## config.mk

```make
export PLATFORM = sky130hd
export DESIGN_NAME = ctrl_rst_seq
export DESIGN_NICKNAME = d
export VERILOG_FILES = /design/src/rtl/ctrl_rst_pkg.sv /design/src/rtl/ctrl_rst_dly.sv /design/src/rtl/ctrl_rst_seq.sv
export SDC_FILE = /design/constraint.sdc
export NUM_CORES = 1
export LEC_CHECK = 0
export CAP_MARGIN = 15
export CORE_MARGIN = 8
export CORE_UTILIZATION = 50
export DETAILED_ROUTE_END_ITERATION = 7
export GPL_TIMING_DRIVEN = 1
export PLACE_DENSITY = 0.7
export SETUP_SLACK_MARGIN = 0.5
export SLEW_MARGIN = 40
export SYNTH_ARGS = -nofsm -noshare
export SYNTH_HDL_FRONTEND = slang
export SYNTH_SLANG_ARGS = --single-unit
```

## constraint.sdc

```tcl
create_clock -name clk -period 4.72 [get_ports clk]
set_clock_uncertainty 0.1 [all_clocks]
set_input_delay 1.18 -clock clk [delete_from_list [all_inputs] [get_ports clk]]
set_output_delay 1.18 -clock clk [all_outputs]
set_load 0.01 [all_outputs]
```

## src/rtl/ctrl_rst_pkg.sv

```systemverilog
`default_nettype none
// ============================================================================
//  Module   : ctrl_rst_pkg
//  Brief    : Shared state encoding and default timing for the reset sequencer
//  Revision : 1.0 - initial release
// ============================================================================
package ctrl_rst_pkg;

    typedef enum logic [1:0] {
        ST_ASSERT  = 2'd0,
        ST_RELEASE = 2'd1,
        ST_RUN     = 2'd2,
        ST_ACK     = 2'd3
    } state_t;

    // Simulation builds use short delays so SoC-level runs reach RUN quickly
`ifdef SOC_SIM
    localparam int c_hold_cyc_def = 4;
    localparam int c_rel_dly_def  = 2;
`else
    localparam int c_hold_cyc_def = 16;
    localparam int c_rel_dly_def  = 8;
`endif

endpackage : ctrl_rst_pkg
`default_nettype wire

```

## src/rtl/ctrl_rst_dly.sv

```systemverilog
`default_nettype none
// ============================================================================
//  Module   : ctrl_rst_dly
//  Brief    : Loadable up-counter with terminal-count flag for hold/step delays
//  Revision : 1.0 - initial release
// ============================================================================
module ctrl_rst_dly #(
    parameter int CNT_W = 16
) (
    input  logic             clk,
    input  logic             i_clr,
    input  logic             i_ld,
    input  logic [CNT_W-1:0] i_ld_val,
    input  logic             i_en,
    input  logic [CNT_W-1:0] i_term,
    output logic [CNT_W-1:0] o_cnt,
    output logic             o_tc
);

    localparam logic [CNT_W-1:0] c_one = CNT_W'(1);

    logic [CNT_W-1:0] r_cnt;

    always_ff @(posedge clk) begin
        if (i_clr) begin
            r_cnt <= '0;
        end else if (i_ld) begin
            r_cnt <= i_ld_val;
        end else if (i_en) begin
            r_cnt <= r_cnt + c_one;
        end
    end

    assign o_cnt = r_cnt;
    assign o_tc  = (r_cnt == i_term);

endmodule : ctrl_rst_dly
`default_nettype wire

```

## src/rtl/ctrl_rst_seq.sv

```systemverilog
`default_nettype none
// ============================================================================
//  Module   : ctrl_rst_seq
//  Brief    : Ordered per-domain reset release with soft partial-reset handshake
//  Revision : 1.0 - initial release
// ============================================================================
module ctrl_rst_seq
    import ctrl_rst_pkg::*;
#(
    parameter int NDOM     = 4,
    parameter int HOLD_CYC = c_hold_cyc_def,
    parameter int REL_DLY  = c_rel_dly_def,
    parameter int CNT_W    = 16
) (
    input  logic            clk,
    input  logic            rst_n,
    input  logic            soft_req,
    input  logic [NDOM-1:0] soft_mask,
    output logic [NDOM-1:0] dom_rst,
    output logic            busy,
    output logic            seq_done,
    output logic            soft_ack
);

    localparam int                   c_idx_w     = (NDOM > 1) ? $clog2(NDOM) : 1;
    localparam logic [c_idx_w-1:0]   c_idx_last  = c_idx_w'(NDOM - 1);
    localparam logic [c_idx_w-1:0]   c_idx_one   = c_idx_w'(1);
    localparam logic [CNT_W-1:0]     c_hold_term = CNT_W'(HOLD_CYC - 1);
    localparam logic [CNT_W-1:0]     c_rel_term  = CNT_W'(REL_DLY - 1);
    // The acceptance cycle already counts as the first hold cycle
    localparam logic [CNT_W-1:0]     c_soft_ld   = CNT_W'(1);

    state_t               r_state,    w_state_nxt;
    logic [NDOM-1:0]      r_sel,      w_sel_nxt;
    logic [NDOM-1:0]      r_dom_rst,  w_dom_rst_nxt;
    logic [c_idx_w-1:0]   r_idx,      w_idx_nxt;
    logic                 r_armed,    w_armed_nxt;
    logic                 r_soft,     w_soft_nxt;
    logic                 r_busy,     w_busy_nxt;
    logic                 r_seq_done, w_seq_done_nxt;
    logic                 r_soft_ack, w_soft_ack_nxt;

    logic                 w_cnt_clr;
    logic                 w_cnt_ld;
    logic                 w_cnt_en;
    logic [CNT_W-1:0]     w_cnt_term;
    logic [CNT_W-1:0]     w_cnt;
    logic                 w_cnt_tc;

    ctrl_rst_dly #(
        .CNT_W (CNT_W)
    ) u_dly (
        .clk      (clk),
        .i_clr    (~rst_n | w_cnt_clr),
        .i_ld     (w_cnt_ld),
        .i_ld_val (c_soft_ld),
        .i_en     (w_cnt_en),
        .i_term   (w_cnt_term),
        .o_cnt    (w_cnt),
        .o_tc     (w_cnt_tc)
    );

    always_ff @(posedge clk) begin
        if (!rst_n) begin
            r_state    <= ST_ASSERT;
            r_sel      <= '1;
            r_dom_rst  <= '1;
            r_idx      <= '0;
            r_armed    <= 1'b0;
            r_soft     <= 1'b0;
            r_busy     <= 1'b1;
            r_seq_done <= 1'b0;
            r_soft_ack <= 1'b0;
        end else begin
            r_state    <= w_state_nxt;
            r_sel      <= w_sel_nxt;
            r_dom_rst  <= w_dom_rst_nxt;
            r_idx      <= w_idx_nxt;
            r_armed    <= w_armed_nxt;
            r_soft     <= w_soft_nxt;
            r_busy     <= w_busy_nxt;
            r_seq_done <= w_seq_done_nxt;
            r_soft_ack <= w_soft_ack_nxt;
        end
    end

    always_comb begin
        w_state_nxt    = r_state;
        w_sel_nxt      = r_sel;
        w_dom_rst_nxt  = r_dom_rst;
        w_idx_nxt      = r_idx;
        w_armed_nxt    = r_armed | ~soft_req;
        w_soft_nxt     = r_soft;
        w_busy_nxt     = r_busy;
        w_seq_done_nxt = r_seq_done;
        w_soft_ack_nxt = 1'b0;
        w_cnt_clr      = 1'b0;
        w_cnt_ld       = 1'b0;
        w_cnt_en       = 1'b0;
        w_cnt_term     = c_rel_term;

        case (r_state)
            ST_ASSERT: begin
                w_cnt_term = c_hold_term;
                if (w_cnt_tc) begin
                    w_state_nxt = ST_RELEASE;
                    w_idx_nxt   = '0;
                    w_cnt_clr   = 1'b1;
                end else begin
                    w_cnt_en = 1'b1;
                end
            end

            ST_RELEASE: begin
                // Each index releases on its first step cycle, then burns the gap
                if ((w_cnt == '0) && r_sel[r_idx]) begin
                    w_dom_rst_nxt[r_idx] = 1'b0;
                end
                if (r_idx == c_idx_last) begin
                    w_cnt_clr  = 1'b1;
                    w_busy_nxt = 1'b0;
                    if (r_soft) begin
                        w_soft_ack_nxt = 1'b1;
                        w_state_nxt    = ST_ACK;
                    end else begin
                        w_seq_done_nxt = 1'b1;
                        w_state_nxt    = ST_RUN;
                    end
                end else if (w_cnt_tc) begin
                    w_idx_nxt = r_idx + c_idx_one;
                    w_cnt_clr = 1'b1;
                end else begin
                    w_cnt_en = 1'b1;
                end
            end

            ST_RUN: begin
                if (soft_req && r_armed) begin
                    w_armed_nxt = 1'b0;
                    w_sel_nxt   = soft_mask;
                    w_soft_nxt  = 1'b1;
                    if (soft_mask == '0) begin
                        w_soft_ack_nxt = 1'b1;
                        w_state_nxt    = ST_ACK;
                    end else begin
                        w_dom_rst_nxt = r_dom_rst | soft_mask;
                        w_busy_nxt    = 1'b1;
                        if (HOLD_CYC == 1) begin
                            w_state_nxt = ST_RELEASE;
                            w_idx_nxt   = '0;
                            w_cnt_clr   = 1'b1;
                        end else begin
                            w_state_nxt = ST_ASSERT;
                            w_cnt_ld    = 1'b1;
                        end
                    end
                end
            end

            ST_ACK: begin
                w_soft_nxt  = 1'b0;
                w_state_nxt = ST_RUN;
            end

            default: begin
                w_state_nxt = ST_ASSERT;
            end
        endcase
    end

    assign dom_rst  = r_dom_rst;
    assign busy     = r_busy;
    assign seq_done = r_seq_done;
    assign soft_ack = r_soft_ack;

endmodule : ctrl_rst_seq
`default_nettype wire
```

==> results.rst <==
.. list-table::
   :header-rows: 1

   * - Metric
     - Value
   * - Number of distinct standard cells referenced by the synthesized netlist
     - 41
   * - Logic pwr share
     - 0.047
   * - Worst-Skew Late Latency
     - 0.33 ns
   * - Number of clock sinks
     - 33
   * - Relative contribution of the clock network to total power
     - 0.345
   * - Worst endpoint required time
     - 4.87 ns
   * - Area leader, netlist
     - dfxtp_1
   * - Layout net count
     - 233
   * - Final hold violation count
     - 0
   * - Kind of start point of the critical path
     - input port
   * - Number of DRC markers after the initial detailed-route iteration
     - 90
   * - Average wire length per cell after detail routing
     - 14.84 µm
   * - Finished Layout Cells
     - 262
   * - Hpwl dp
     - 2.885 mm
   * - Register area
     - 660.6 µm²
   * - Simple-gate area share of the yosys netlist
     - 0.2480
   * - CTS Hold Bufs
     - 0
   * - Number of cells in the design after placement
     - 255
   * - Register area share after synthesis
     - 0.3840
   * - Critical path class
     - in2reg
   * - Post-synthesis compound-gate area fraction
     - 0.1745
   * - Max layer used
     - met4
   * - Fill cell count
     - 346
   * - Via count of the first global-routing pass
     - 1591
   * - DRT Pass-1 Iters
     - 4
   * - Cell at the root of the clock tree
     - clkbuf_4
   * - Ys Warns
     - 0
   * - Combined area of all synthesized cells
     - 1720 µm²
   * - Number of diodes
     - 0
   * - Number of storage elements in the synthesis netlist
     - 33
   * - Switching Power
     - 106.4 µW
   * - Peak Freq
     - 348.5 MHz
   * - Period Utilization, post-route
     - 0.6079
   * - Share of synthesized cell area in full adder, half adder and majority cells
     - 0.07273
   * - Port buffer count
     - 13
   * - Largest net degree at the start of global routing
     - 16
   * - Starting density of the core
     - 0.5197
   * - Outcome
     - complete, no violations
   * - Reported leakage power
     - 0.0006930 µW
   * - Per-cell via count in the routed design
     - 5.786
   * - Final count of negative-setup-slack endpoints
     - 0
   * - Routability cong.
     - 0.8229
   * - Largest family of logic cells by synthesized area
     - simple AND/OR/NAND/NOR gates
   * - Routed wire length on met2
     - 2.023 mm
   * - Switching part of the total
     - 0.2276
   * - Share of post-route cells with drive strength above 1
     - 0.05093
   * - Arrival time at the worst endpoint
     - 3.01 ns
   * - Number of buffers added for setup after CTS
     - 0
   * - Area of the core
     - 3311 µm²
   * - Number of antenna-violating nets in the routed design
     - 0
   * - Post-synth net total
     - 222
   * - Count of max-cap constraint violations
     - 0
   * - Total global routing overflow
     - 0
   * - Ratio of total power to cell area
     - 245.0 nW/µm²
   * - Proportion of register bits with asynchronous set or reset after synthesis
     - 0
   * - Number of I/O pins
     - 14
   * - Floorplan die height
     - 74.66 µm
   * - Instance count of the mapped netlist
     - 205
   * - Antenna violations before repair
     - 0
   * - Final critical delay including setup and external delays
     - 2.869 ns
   * - Final setup slack of the worst path
     - 1.851 ns
   * - Post-detailed-routing wire length
     - 3.887 mm
   * - Vias
     - 1516
   * - Number of synthesized flops with an enable pin
     - 0
   * - Synthesized area per cell
     - 8.392 µm²
   * - Area used by multi-input combinational logic
     - 970.9 µm²
   * - Area of the die
     - 5574 µm²
   * - Share of cell area taken by muxes after synthesis
     - 0.01309
   * - TNS Setup
     - 0 ns
   * - Horizontal extent of the die
     - 74.66 µm
   * - Number of cells upsized or downsized after cts
     - 0
   * - Post-synth top area share
     - 0.3840
   * - Buffers from clock root to sink, at most
     - 2
   * - Biggest fanout along the worst timing path
     - 15
   * - Final Slew Violations
     - 0
   * - Finished Core Util
     - 0.5763
   * - Met3 wire length
     - 199 µm
   * - Overall global routing resource usage
     - 0.1592
   * - Worst slack at placement
     - 1.533 ns
   * - Synthesis-to-finish area growth
     - 10.91%
   * - Met1 wire length
     - 1.594 mm
   * - CTS H-Tree Depth
     - 2
   * - Worst hold-check path type
     - reg2reg
   * - Element type at the critical path end
     - flip-flop
   * - Slew headroom
     - 0.5670
   * - Synth area leaders
     - dfxtp_1 (38%), ha_1 (7.3%), a21oi_1 (5.8%)
   * - Clock-pin transition on the worst setup and hold timing paths
     - 0.09 ns
   * - RSZ-0062 raised after global routing
     - no
   * - Highest ir drop seen on vdd
     - 0.1592 mV
   * - TritonCTS clock tree
     - built
   * - First-pass GRT wire length
     - 6.941 mm
   * - Top flip-flop cell by instance count after synthesis
     - dfxtp_1
   * - Total DRC errors in the routed layout
     - 0
   * - Slew @ Worst Pin
     - 0.6476 ns
   * - Xor/xnor share of the synthesized area
     - 0.05600
   * - TritonCTS Buffers
     - 5
   * - Internal power
     - 361.1 µW
   * - Proportion of power drawn by flip-flops and latches
     - 0.608
   * - Standard-cell rows
     - 21
[power by group through the flow]
| stage | sequential, µW | combinational, µW | clock (µW) |
|---|---|---|---|
| floorplan | 290 | 13.6 | 0 |
| global placement | 290 | 20.8 | 0 |
| detailed placement | 290 | 21.9 | 0 |
| CTS | 284 | 22.0 | 166 |
| global route | 285 | 25.2 | 173 |
| finish | 284 | 22.1 | 161 |
[per-layer routing]
layer / global-route usage / vias to the layer above
met5: 0 / -
met4: 0.06522 / 0
met3: 0.05593 / 7
met2: 0.2856 / 39
met1: 0.1641 / 721
li1: - / 749
[critical path, stage by stage]
cell and delay [ns]:
clkdlybuf4s50_1 0.45, nor4_1 0.58, nand2b_1 0.24, o211ai_2 0.29
a21oi_1 0.27
[cell usage after synthesis (2+ instances only)]
cell / n
o32ai_1: 2
xnor2_1: 4
clkbuf_1: 4
or3_1: 3
buf_2: 2
ha_1: 10
nand4_1: 5
o21ai_0: 10
inv_1: 9
and3_1: 5
a311oi_1: 4
nand2b_1: 3
nor3b_1: 2
dfxtp_1: 33
a21boi_0: 3
nor2b_1: 3
nand2_1: 19
nor3_1: 2
nor2_1: 20
buf_6: 2
nand3_1: 11
a21oi_1: 20
nor4_1: 4
xor2_1: 7
or4_1: 2
[final cells by class]
class	instances	area share
Sequential cell	33	0.3462
Timing Repair Buffer	13	0.06820
Clock buffer	7	0.02885
Multi-Input combinational cell	154	0.5089
Tap cell	46	0.03016
Inverter	9	0.01770
[sequential cells by signal, summed over array words and instances, names as in the netlist]
| name | count |
|---|---|
| dom_rst | 4 |
| r_sel | 4 |
| r_state | 2 |
| r_soft | 1 |
| seq_done | 1 |
| u_dly.o_cnt | 16 |
| r_armed | 1 |
| r_idx | 2 |
| soft_ack | 1 |
| busy | 1 |
[stage by stage]
stage	hold slack (ns)	cell area, µm²	total power [µW]
finish	0.3761	1908	467.5
global route	0.4187	1908	483.0
CTS	0.3832	1908	472.1
detailed placement	0.3591	1853	312.2
global placement	0.3526	1853	311.0
floorplan	0.3353	1720	303.1
[cells by family after synthesis]
| family | after synthesis |
|---|---|
| mux | 1 |
| compound gates | 48 |
| buf+inv | 18 |
| fa+ha+maj | 10 |
| flops | 33 |
| simple gates | 84 |
| xor+xnor | 11 |
[layout by cell type (no fill, tap or decap), types with 2 or more instances in the layout]
cell type	count
a21boi_0	3
a21oi_1	20
a311oi_1	4
and3_1	5
clkbuf_4	5
clkdlybuf4s50_1	13
dfxtp_1	33
ha_1	10
inv_1	9
nand2_1	19
nand2b_1	3
nand3_1	11
nand4_1	5
nor2_1	20
nor2b_1	3
nor3_1	2
nor3b_1	2
nor4_1	4
o21ai_0	10
o32ai_1	2
or3_1	3
or4_1	2
xnor2_1	4
xor2_1	7
[final timing paths]
| path | from | to | slack [ns] | depth (start not counted) |
|---|---|---|---|---|
| worst min-delay path | seq_done$_SDFFE_PN0P_ | seq_done$_SDFFE_PN0P_ | 0.38 | 2 |
| worst max register to register | r_state[0]$_SDFFE_PN0P_ | u_dly.o_cnt[10]$_SDFFE_PP0P_ | 2.27 | 7 |
| worst min register to register | seq_done$_SDFFE_PN0P_ | seq_done$_SDFFE_PN0P_ | 0.38 | 2 |
| worst max-delay path | soft_mask[3] | u_dly.o_cnt[10]$_SDFFE_PP0P_ | 1.85 | 5 |
No activity file was read; power rests on OpenSTA's default activity.
